### config.mk
export PLATFORM = sky130hd
export DESIGN_NAME = ifetch_unit
export DESIGN_NICKNAME = d
export VERILOG_FILES = /design/src/rtl/ifetch_unit.sv
export SDC_FILE = /design/constraint.sdc
export NUM_CORES = 1
export LEC_CHECK = 0
export CAP_MARGIN = 20
export CORE_MARGIN = 1.5
export CORE_UTILIZATION = 25
export CTS_CLUSTER_DIAMETER = 50
export DETAILED_ROUTE_END_ITERATION = 10
export GPL_TIMING_DRIVEN = 0
export SLEW_MARGIN = 20
export SYNTH_ARGS = -nofsm -noshare
export SYNTH_HDL_FRONTEND = slang
export SYNTH_SLANG_ARGS = --single-unit
### constraint.sdc
create_clock -name clk -period 6 [get_ports clk]
set_input_delay 0.9 -clock clk [delete_from_list [all_inputs] [get_ports clk]]
set_output_delay 0.9 -clock clk [all_outputs]
set_load 0.02 [all_outputs]
### src/rtl/ifetch_unit.sv
// ifetch_unit: fetch PC generation, imem request/grant/response handshake, fetch buffer
// feeding IF/ID, with stall handling and redirect-time discard of in-flight fetches.
module ifetch_unit #(
  parameter logic [31:0] RESET_PC  = 32'h0000_0000,
  parameter int          BUF_DEPTH = 2
) (
  input  logic        clk,
  input  logic        rst_n,
  output logic        imem_req_o,
  output logic [31:0] imem_addr_o,
  input  logic        imem_gnt_i,
  input  logic        imem_rvalid_i,
  input  logic [31:0] imem_rdata_i,
  input  logic        stall_i,
  input  logic        br_taken_i,
  input  logic [31:0] br_target_i,
  output logic [31:0] ifid_instr_o,
  output logic [31:0] ifid_pc4_o,
  output logic        ifid_le_o,
  output logic        ifid_flush_o
);
  localparam int AW = $clog2(BUF_DEPTH);
  localparam int CW = $clog2(BUF_DEPTH + 1);
  logic [31:0]   fpc_q, fpc_d;
  logic [CW-1:0] cnt_q, cnt_d, infl_q, infl_d, kill_q, kill_d;
  logic [AW-1:0] brd_q, brd_d, bwr_q, bwr_d, ard_q, ard_d, awr_q, awr_d;
  logic [31:0]   instr_q [BUF_DEPTH];
  logic [31:0]   pc4_q   [BUF_DEPTH];
  logic [31:0]   addr_q  [BUF_DEPTH];
  logic [CW+1:0] used;
  logic          gnt, rsp_kill, rsp_live, push, pop;
  // Killed fetches still hold address-queue slots until their responses drain.
  always_comb begin
    used         = {2'b0, cnt_q} + {2'b0, infl_q} + {2'b0, kill_q};
    imem_req_o   = rst_n & (used < (CW+2)'(BUF_DEPTH)) & ~br_taken_i;
    imem_addr_o  = fpc_q;
    gnt          = imem_req_o & imem_gnt_i;
    rsp_kill     = imem_rvalid_i & (kill_q != '0);
    rsp_live     = imem_rvalid_i & (kill_q == '0) & (infl_q != '0);
    ifid_le_o    = rst_n & ~br_taken_i & ~stall_i & (cnt_q != '0);
    ifid_flush_o = rst_n & (br_taken_i | (~stall_i & (cnt_q == '0)));
    ifid_instr_o = (cnt_q != '0) ? instr_q[brd_q] : '0;
    ifid_pc4_o   = (cnt_q != '0) ? pc4_q[brd_q] : '0;
    push         = rsp_live & ~br_taken_i;
    pop          = ifid_le_o;
    fpc_d        = br_taken_i ? (br_target_i & ~32'd3) : gnt ? fpc_q + 32'd4 : fpc_q;
    cnt_d        = br_taken_i ? '0 : cnt_q + CW'(push) - CW'(pop);
    brd_d        = br_taken_i ? '0 : brd_q + AW'(pop);
    bwr_d        = br_taken_i ? '0 : bwr_q + AW'(push);
    infl_d       = br_taken_i ? '0 : infl_q + CW'(gnt) - CW'(rsp_live);
    kill_d       = br_taken_i ? kill_q + infl_q - CW'(rsp_kill) - CW'(rsp_live)
                              : kill_q - CW'(rsp_kill);
    ard_d        = ard_q + AW'(rsp_kill | rsp_live);
    awr_d        = awr_q + AW'(gnt);
  end
  always_ff @(posedge clk or negedge rst_n) begin
    if (!rst_n) begin
      fpc_q  <= RESET_PC;
      cnt_q  <= '0;
      infl_q <= '0;
      kill_q <= '0;
      brd_q  <= '0;
      bwr_q  <= '0;
      ard_q  <= '0;
      awr_q  <= '0;
    end else begin
      fpc_q  <= fpc_d;
      cnt_q  <= cnt_d;
      infl_q <= infl_d;
      kill_q <= kill_d;
      brd_q  <= brd_d;
      bwr_q  <= bwr_d;
      ard_q  <= ard_d;
      awr_q  <= awr_d;
    end
  end
  always_ff @(posedge clk) begin
    if (push) begin
      instr_q[bwr_q] <= imem_rdata_i;
      pc4_q[bwr_q]   <= addr_q[ard_q] + 32'd4;
    end
    if (gnt) addr_q[awr_q] <= fpc_q;
  end
  always_ff @(posedge clk) begin
    if (rst_n) begin
      assert (used <= (CW+2)'(BUF_DEPTH));
      assert (!(push && !pop && cnt_q == CW'(BUF_DEPTH)));
    end
  end
endmodule

=== After elaboration in Yosys (flattened, before gate mapping) ===
Memory sizes are Yosys's and may differ from the RTL's.
Index checks and enable logic that the tools add are counted.

* $add $sub $neg: 16
* Multiply operators: 0
* Div/mod/pow operators: 0
* Magnitude comparators: 1
* Eq/ne operators: 0
* Shift-type cells: 0
* Mux-type cells: 13
* Bitwise logic cells: 16
* Reduce and logical (&&, ||, !) cells: 6

{| class="wikitable"
|+ Operators by type and width
! operator !! number
|-
| $mux W32 || 4
|-
| $add A32 B3 Y32 const B || 2
|-
| $and A1 B1 Y1 || 12
|-
| $sub A2 B1 Y2 || 5
|-
| $reduce_bool A2 Y1 || 4
|-
| $mux W1 || 6
|-
| $mux W2 || 3
|-
| $add A1 B1 Y1 || 4
|-
| $add A2 B1 Y2 || 2
|-
| $add A3 B2 Y4 || 1
|-
| $logic_not A2 Y1 || 2
|-
| $lt A4 B2 Y1 const B || 1
|-
| $add A2 B2 Y3 || 1
|-
| $add A2 B2 Y2 || 1
|-
| $not A1 Y1 || 2
|-
| $or A1 B1 Y1 || 2
|}

* Bits in registers: 42
* Bits in latches: 0
* Bits in writable memories: 192
* ROM bits: 0
* Bits of input ports: 70
* Output and inout bits: 99
* Memories kept: 3

{| class="wikitable"
|+ Memory list
! name !! words !! width !! rd ports !! clocked after Yosys merged registers in !! wr ports !! line !! source
|-
| addr_q || 2 || 32 || 1 || 0 || 1 || 29 || <nowiki>logic [31:0] addr_q [BUF_DEPTH];</nowiki>
|-
| instr_q || 2 || 32 || 1 || 0 || 1 || 27 || <nowiki>logic [31:0] instr_q [BUF_DEPTH];</nowiki>
|-
| pc4_q || 2 || 32 || 1 || 0 || 1 || 28 || <nowiki>logic [31:0] pc4_q [BUF_DEPTH];</nowiki>
|}

=== Longest topological paths before layout ===
Gate-level depths: netlist of run 1.

* Depth in word-level cells: 9
* Gate-level depth with buffers: 13
* Mapped depth without buffers: 11

=== Worst setup path after synthesis of run 1 ===
OpenSTA, ideal clock, no wires.

* Kind: in2reg
* Start point: in br_taken_i
* End point: mem instr_q[1][0] (enable)
* Data arrival time: 3.105 ns
* Required time: 5.573 ns
* Slack: 2.468 ns
* Stages: 5
* Path through: buf_6 -> clkbuf_1 -> or2_2 -> inv_1 -> ha_1

* Longest elaborated chain between the ends: 4

{| class="wikitable"
|+ RTL lines
! what !! line !! source
|-
| start, declared || 15 || <nowiki>input logic br_taken_i,</nowiki>
|-
| $not A1 Y1 || 44 || <nowiki>push = rsp_live & ~br_taken_i;</nowiki>
|-
| $and A1 B1 Y1 || 44 ||
|-
| $mux W1 || 78 || <nowiki>if (push) begin</nowiki>
|-
| $mux W1 (not written as such) || 79 || <nowiki>instr_q[bwr_q] <= imem_rdata_i;</nowiki>
|-
| end, declared || 27 ||
|}

No other way between the ends.

=== Final worst setup path of run 1 ===
* Start point: in rst_n
* End point: out ifid_le_o

* Longest elaborated chain between the ends: 3

{| class="wikitable"
|+ RTL lines
! what !! line !! source
|-
| start, declared || 8 || <nowiki>input logic rst_n,</nowiki>
|-
| $and A1 B1 Y1 (3 in a row) || 40 || <nowiki>ifid_le_o = rst_n & ~br_taken_i & ~stall_i & (cnt_q != '0);</nowiki>
|-
| end, declared || 19 || <nowiki>output logic ifid_le_o,</nowiki>
|}

No other way between the ends.

==> results of run 1 <==
[final timing paths]
check | to | slack (ps) | startpoint
setup / recovery | ifid_le_o | 1970 | rst_n
hold / removal | imem_addr_o[24] | 370 | rst_n
setup reg to reg | addr_q[0][24] | 2590 | cnt_q[1]
hold reg to reg | addr_q[1][8] | 580 | imem_addr_o[8]
max in group asynchronous | imem_addr_o[7] | 5100 | rst_n
min in group clk | addr_q[1][8] | 580 | imem_addr_o[8]
[power groups by stage]
| stage | clock network, mW | registers, mW | logic [mW] |
|---|---|---|---|
| final | 1.89 | 1.89 | 0.750 |
| after global routing | 2.02 | 1.91 | 0.825 |
| after CTS | 1.95 | 1.89 | 0.760 |
| after detailed placement | 0 | 1.92 | 0.754 |
| after global placement | 0 | 1.92 | 0.736 |
| after floorplan | 0 | 1.92 | 0.464 |
[cell type report]
| cell class | instances | area, µm² |
|---|---|---|
| fill | 3980 | 27000 |
| sequential | 224 | 6530 |
| multi-input combinational | 496 | 3540 |
| timing repair buffer | 164 | 1680 |
| clock buffer | 40 | 905 |
| tap | 532 | 666 |
| buffer | 39 | 224 |
| clock inverter | 22 | 205 |
| inverter | 25 | 95.1 |
[cell families (layout without fill, tap and decap cells)]
group / count (synthesis) / after routing / synth area share
compound gates: 83 / 83 / 0.0586
xor+xnor: 50 / 50 / 0.0424
fa+ha+maj: 18 / 18 / 0.0240
buf+inv: 64 / 290 / 0.0309
flops: 224 / 224 / 0.631
mux: 89 / 89 / 0.0865
other cells: 1 / 4 / 0.000363
simple gates: 252 / 252 / 0.126
[critical path, stage by stage]
cell             delay (ps)
buf_2                   430
buf_12                  250
nor4b_1                 770
clkdlybuf4s50_1         760
[cell usage in the layout, fill, tap and decap left out, drive strengths merged, types with 8 or more instances in the layout]
cell           synthesis  layout
a21oi                 13      13
and3                   9       9
buf                   27      31
clkbuf                12      52
clkdlybuf4s50          0     160
clkinv                 1      10
dfrtp                 40      40
edfxtp               184     184
ha                    15      15
inv                   24      33
mux2i                 86      86
nand2                 51      51
nand3                 28      28
nand4                 23      23
nor2                  81      81
nor2b                 14      14
nor3                  11      11
o211ai                 8       8
o21ai                 22      22
xnor2                 25      25
xor2                  25      25
[flip-flops by register name (all words and copies together), names as in the netlist]
signal	cells
instr_q	64
awr_q	1
kill_q	2
bwr_q	1
pc4_q	60
ard_q	1
cnt_q	2
imem_addr_o	30
brd_q	1
addr_q	60
infl_q	2
[metal layers]
layer / vias to the layer above / track usage / part of all wire / routed length [µm]
li1: 3322 / - / - / -
met1: 3287 / 0.160 / 0.44 / 11500
met2: 270 / 0.195 / 0.45 / 11700
met3: 59 / 0.0254 / 0.071 / 1820
met4: 0 / 0.0474 / 0.032 / 827
met5: - / 0 / 0 / 0
==> flow_summary.json, run 1 <==
{
  "status": "completed",
  "final_cells": 1542,
  "antenna_found_initial": 0,
  "pwr-share-comb": 0.165,
  "synth_top_area_cell": "edfxtp_1",
  "yosysWarnings": 0,
  "drv_cap": 0,
  "grt_usage": 0.122,
  "final_util": 0.339,
  "tightestPinTransition_ps": 1120,
  "pre_cts_ws_ps": 1940,
  "synth_area_um2": 10300,
  "synth_most_common_cell": "edfxtp_1",
  "cts_num_sinks": 224,
  "port-buffer-count": 161,
  "whs_ps": 371,
  "design_area_um2": 13800,
  "clkTransAtPathRegs_ps": 60,
  "synth_edf_count": 184,
  "core_um2": 40800,
  "ys_seq_elements": 224,
  "die-area_um2": 42600,
  "p_clk_frac": 0.417,
  "p_per_area_nw_per_um2": 328,
  "fin_nets": 1072,
  "critPathLaunchType": "input pin",
  "dp_cells": 1480,
  "cp.required_ps": 5100,
  "vias_per_cell": 4.50,
  "drt_iter0_drc": 441,
  "clk-insertion-delay-late_ps": 510,
  "hold_buffers": 0,
  "seqPwrFrac": 0.418,
  "ioPinCount": 169,
  "cts_setup_buffers": 0,
  "yosys-top-cells-count": "184 x edfxtp_1, 86 x mux2i_1, 81 x nor2_1",
  "finalClockSkew_ps": 11.4,
  "intPower_mw": 3.29,
  "rsz0062_at_grt": "false",
  "routed_wl_um": 25800,
  "synthCells": 781,
  "routedWlPerCell_um": 16.7,
  "syn_to_final_growth_pct": 33.9,
  "drc": 0,
  "ir_worst_vdd_mv": 0.152,
  "clock_tree.buffer_depth": 3,
  "power.switching_mw": 1.24,
  "critical_path_class": "input pin to output port",
  "seq_area_frac_synth": 0.631,
  "place_congestion": 0.849,
  "critPathMaxFanout": 24,
  "critPathCaptureType": "output port",
  "antenna_cells": 0,
  "fin_ws_ps": 1970,
  "via_count": 6938,
  "firstDrtPassIters": 5,
  "drv_slew": 0,
  "reg2reg_depth": 10,
  "swShare": 0.274,
  "grt_overflow": 0,
  "synth.area.top_cells": "edfxtp_1 53%, dfrtp_1 9.7%, mux2i_1 8.3%",
  "grt_pass1_wl_um": 39800,
  "avgSynthCellArea_um2": 13.2,
  "p_leak_nw": 4.65,
  "cts_tree": "built",
  "die_w_um": 206,
  "period_needed_ps": 4030,
  "hp-class": "input pin to asynchronous set/reset pin",
  "htreeDepth": 2,
  "synth.distinct_cells": 61,
  "setup_viol": 0,
  "min_period_over_period": 0.671,
  "async_reset_ff_frac": 0.179,
  "max_freq_mhz": 248,
  "power_mw": 4.54,
  "slew_headroom": 0.245,
  "cts_buffers": 34,
  "synth_ff_type": "edfxtp_1",
  "hold_viol": 0,
  "synth_top_cell_area_share": 0.534,
  "setup-tns-final_ps": 0,
  "cts_root_buffer": "clkbuf_16",
  "grt_start_max_net_pins": 44,
  "grt_pass1_vias": 6987,
  "initial_core_util": 0.253,
  "dp_hpwl_um": 19100,
  "place_area_um2": 12700,
  "drive_above_1_share": 0.100,
  "die_h_um": 206,
  "drtAntennaViolNets": 0,
  "rows": 74,
  "worstPathArrival_ps": 3130,
  "cts-resized-gates": 0
}
(Power assumes the default switching activity.)
==> run 2, diff against run 1 <==
==> constraint.sdc (replaced) <==
create_clock -name clk -period 3.6 [get_ports clk]
set_input_delay 0.54 -clock clk [delete_from_list [all_inputs] [get_ports clk]]
set_output_delay 0.54 -clock clk [all_outputs]
set_load 0.02 [all_outputs]
==> run 2 against run 1 <==
Clock skew is 1.2 ps higher. Die area stayed put. Global-route usage hardly changed. Cell area is 0.21% higher. First-iteration DRC count is 3.6% higher. Clock power is 67% higher. Utilization is 0.071 points higher. Total power is 67% higher. Highest routed layer unchanged.
==> flow_summary.json, run 2 (synthesized netlist as in run 1, its figures left out) <==
{
  "status": "completed",
  "die_w_um": 206,
  "cp.required_ps": 3060,
  "layout_common_cells": "184 x edfxtp_1, 160 x clkdlybuf4s50_1, 86 x mux2i_1, 80 x nor2_1, 51 x nand2_1",
  "vias_per_cell": 4.50,
  "slowest_delay_ps": 560,
  "critPathLaunchType": "flip-flop",
  "place_area_um2": 12700,
  "grt_overflow": 0,
  "dp_cells": 1480,
  "design_area_um2": 13900,
  "ir_worst_vdd_mv": 0.254,
  "ioPinCount": 169,
  "core_um2": 40800,
  "cts_setup_buffers": 0,
  "tightestPinTransition_ps": 1110,
  "critPathMaxFanout": 10,
  "cts_num_sinks": 224,
  "cts_root_buffer": "clkbuf_16",
  "reg_top3": "instr_q (64), addr_q (60), pc4_q (60)",
  "setup_viol": 0,
  "fin_nets": 1072,
  "die-area_um2": 42600,
  "path_cells": "clkbuf_1 -> clkdlybuf4s15_2 -> mux2i_1 -> nor2_1 -> clkdlybuf4s50_1",
  "hold_buffers": 0,
  "setup-tns-final_ps": 0,
  "grt_usage": 0.122,
  "cp_num_buf_inv": 3,
  "power_mw": 7.57,
  "initial_core_util": 0.253,
  "p_leak_nw": 4.69,
  "drtAntennaViolNets": 0,
  "period_needed_ps": 3420,
  "regMostFlops": "instr_q",
  "critPathCaptureType": "output port",
  "rsz0062_at_grt": "false",
  "die_h_um": 206,
  "firstDrtPassIters": 5,
  "rows": 74,
  "port-buffer-count": 161,
  "whs_ps": 14.0,
  "drive_above_1_share": 0.105,
  "clk-insertion-delay-late_ps": 510,
  "grt_pass1_wl_um": 39800,
  "min_period_over_period": 0.950,
  "routed_wl_um": 25900,
  "htreeDepth": 2,
  "crit_family": "buffers and inverters",
  "antenna_found_initial": 0,
  "critical_path_class": "flip-flop to output port",
  "worstPathArrival_ps": 2880,
  "max_freq_mhz": 293,
  "cts-resized-gates": 2,
  "largest_reg_flops": 64,
  "r2r-start": "cnt_q[1]",
  "slew_headroom": 0.251,
  "drc": 0,
  "cp-startpoint": "brd_q",
  "cts_tree": "built",
  "drt_iter0_drc": 457,
  "finalClockSkew_ps": 12.6,
  "cts_buffers": 34,
  "hold_viol": 0,
  "syn_to_final_growth_pct": 34.1,
  "hp-class": "input pin to asynchronous set/reset pin",
  "p_per_area_nw_per_um2": 546,
  "via_count": 6934,
  "grt_pass1_vias": 6985,
  "clock_tree.buffer_depth": 3,
  "antenna_cells": 0,
  "final_common_cell": "edfxtp_1",
  "grt_start_max_net_pins": 44,
  "final_cells": 1542,
  "place_congestion": 0.849,
  "worst_path_max_delay_cell": "clkdlybuf4s50_1",
  "drv_slew": 0,
  "dp_hpwl_um": 19100,
  "clkTransAtPathRegs_ps": 60,
  "routedWlPerCell_um": 16.8,
  "drv_cap": 0
}
-- run 2: cell types whose count changed in the layout (fill, tap and decap cells not counted), sizes merged --
cell / before / now
buf: 31 / 27
clkdlybuf4s15: 0 / 1
clkbuf: 52 / 55
-- run 2: area by class of cell --
| type | instances | area, µm² |
|---|---|---|
| clock inverters | 22 | 205 |
| inverters | 25 | 95.1 |
| well taps | 532 | 666 |
| flip-flops and latches | 224 | 6530 |
| repair buffers | 164 | 1680 |
| multi-input cells | 496 | 3550 |
| fillers | 3980 | 27000 |
| clock buffers | 40 | 905 |
| plain buffers | 39 | 235 |
-- run 2: path summary, 6_finish.rpt --
path	to	cells after the start	slack, ps
min in group clk	imem_addr_o[25]	4	460
min reg2reg	addr_q[1][8]	0	580
max reg2reg	addr_q[0][24]	10	190
max in group asynchronous	imem_addr_o[7]	2	3050
max	ifid_instr_o[20]	5	180
min	imem_addr_o[24]	1	10
-- run 2: through the flow --
| step | util | worst slack, ps |
|---|---|---|
| finish | 0.340 | 181 |
| global route | 0.340 | 15.6 |
| CTS | 0.339 | 5.86 |
| detailed placement | 0.312 | 172 |
| global placement | 0.309 | -1510 |
| floorplan | - | 310 |
-- run 2: power by group --
group | total, mW | switching [mW] | internal (mW)
combinational | 1.26 | 0.709 | 0.547
clock | 3.16 | 1.24 | 1.92
sequential | 3.16 | 0.137 | 3.02
total | 7.57 | 2.08 | 5.49
-- run 2: per-layer routing --
metal	up-vias	GRT usage	share of wire
met3	59	0.0254	0.063
met2	262	0.194	0.45
met4	0	0.0474	0.032
met1	3290	0.161	0.46
met5	-	0	0
li1	3323	-	-
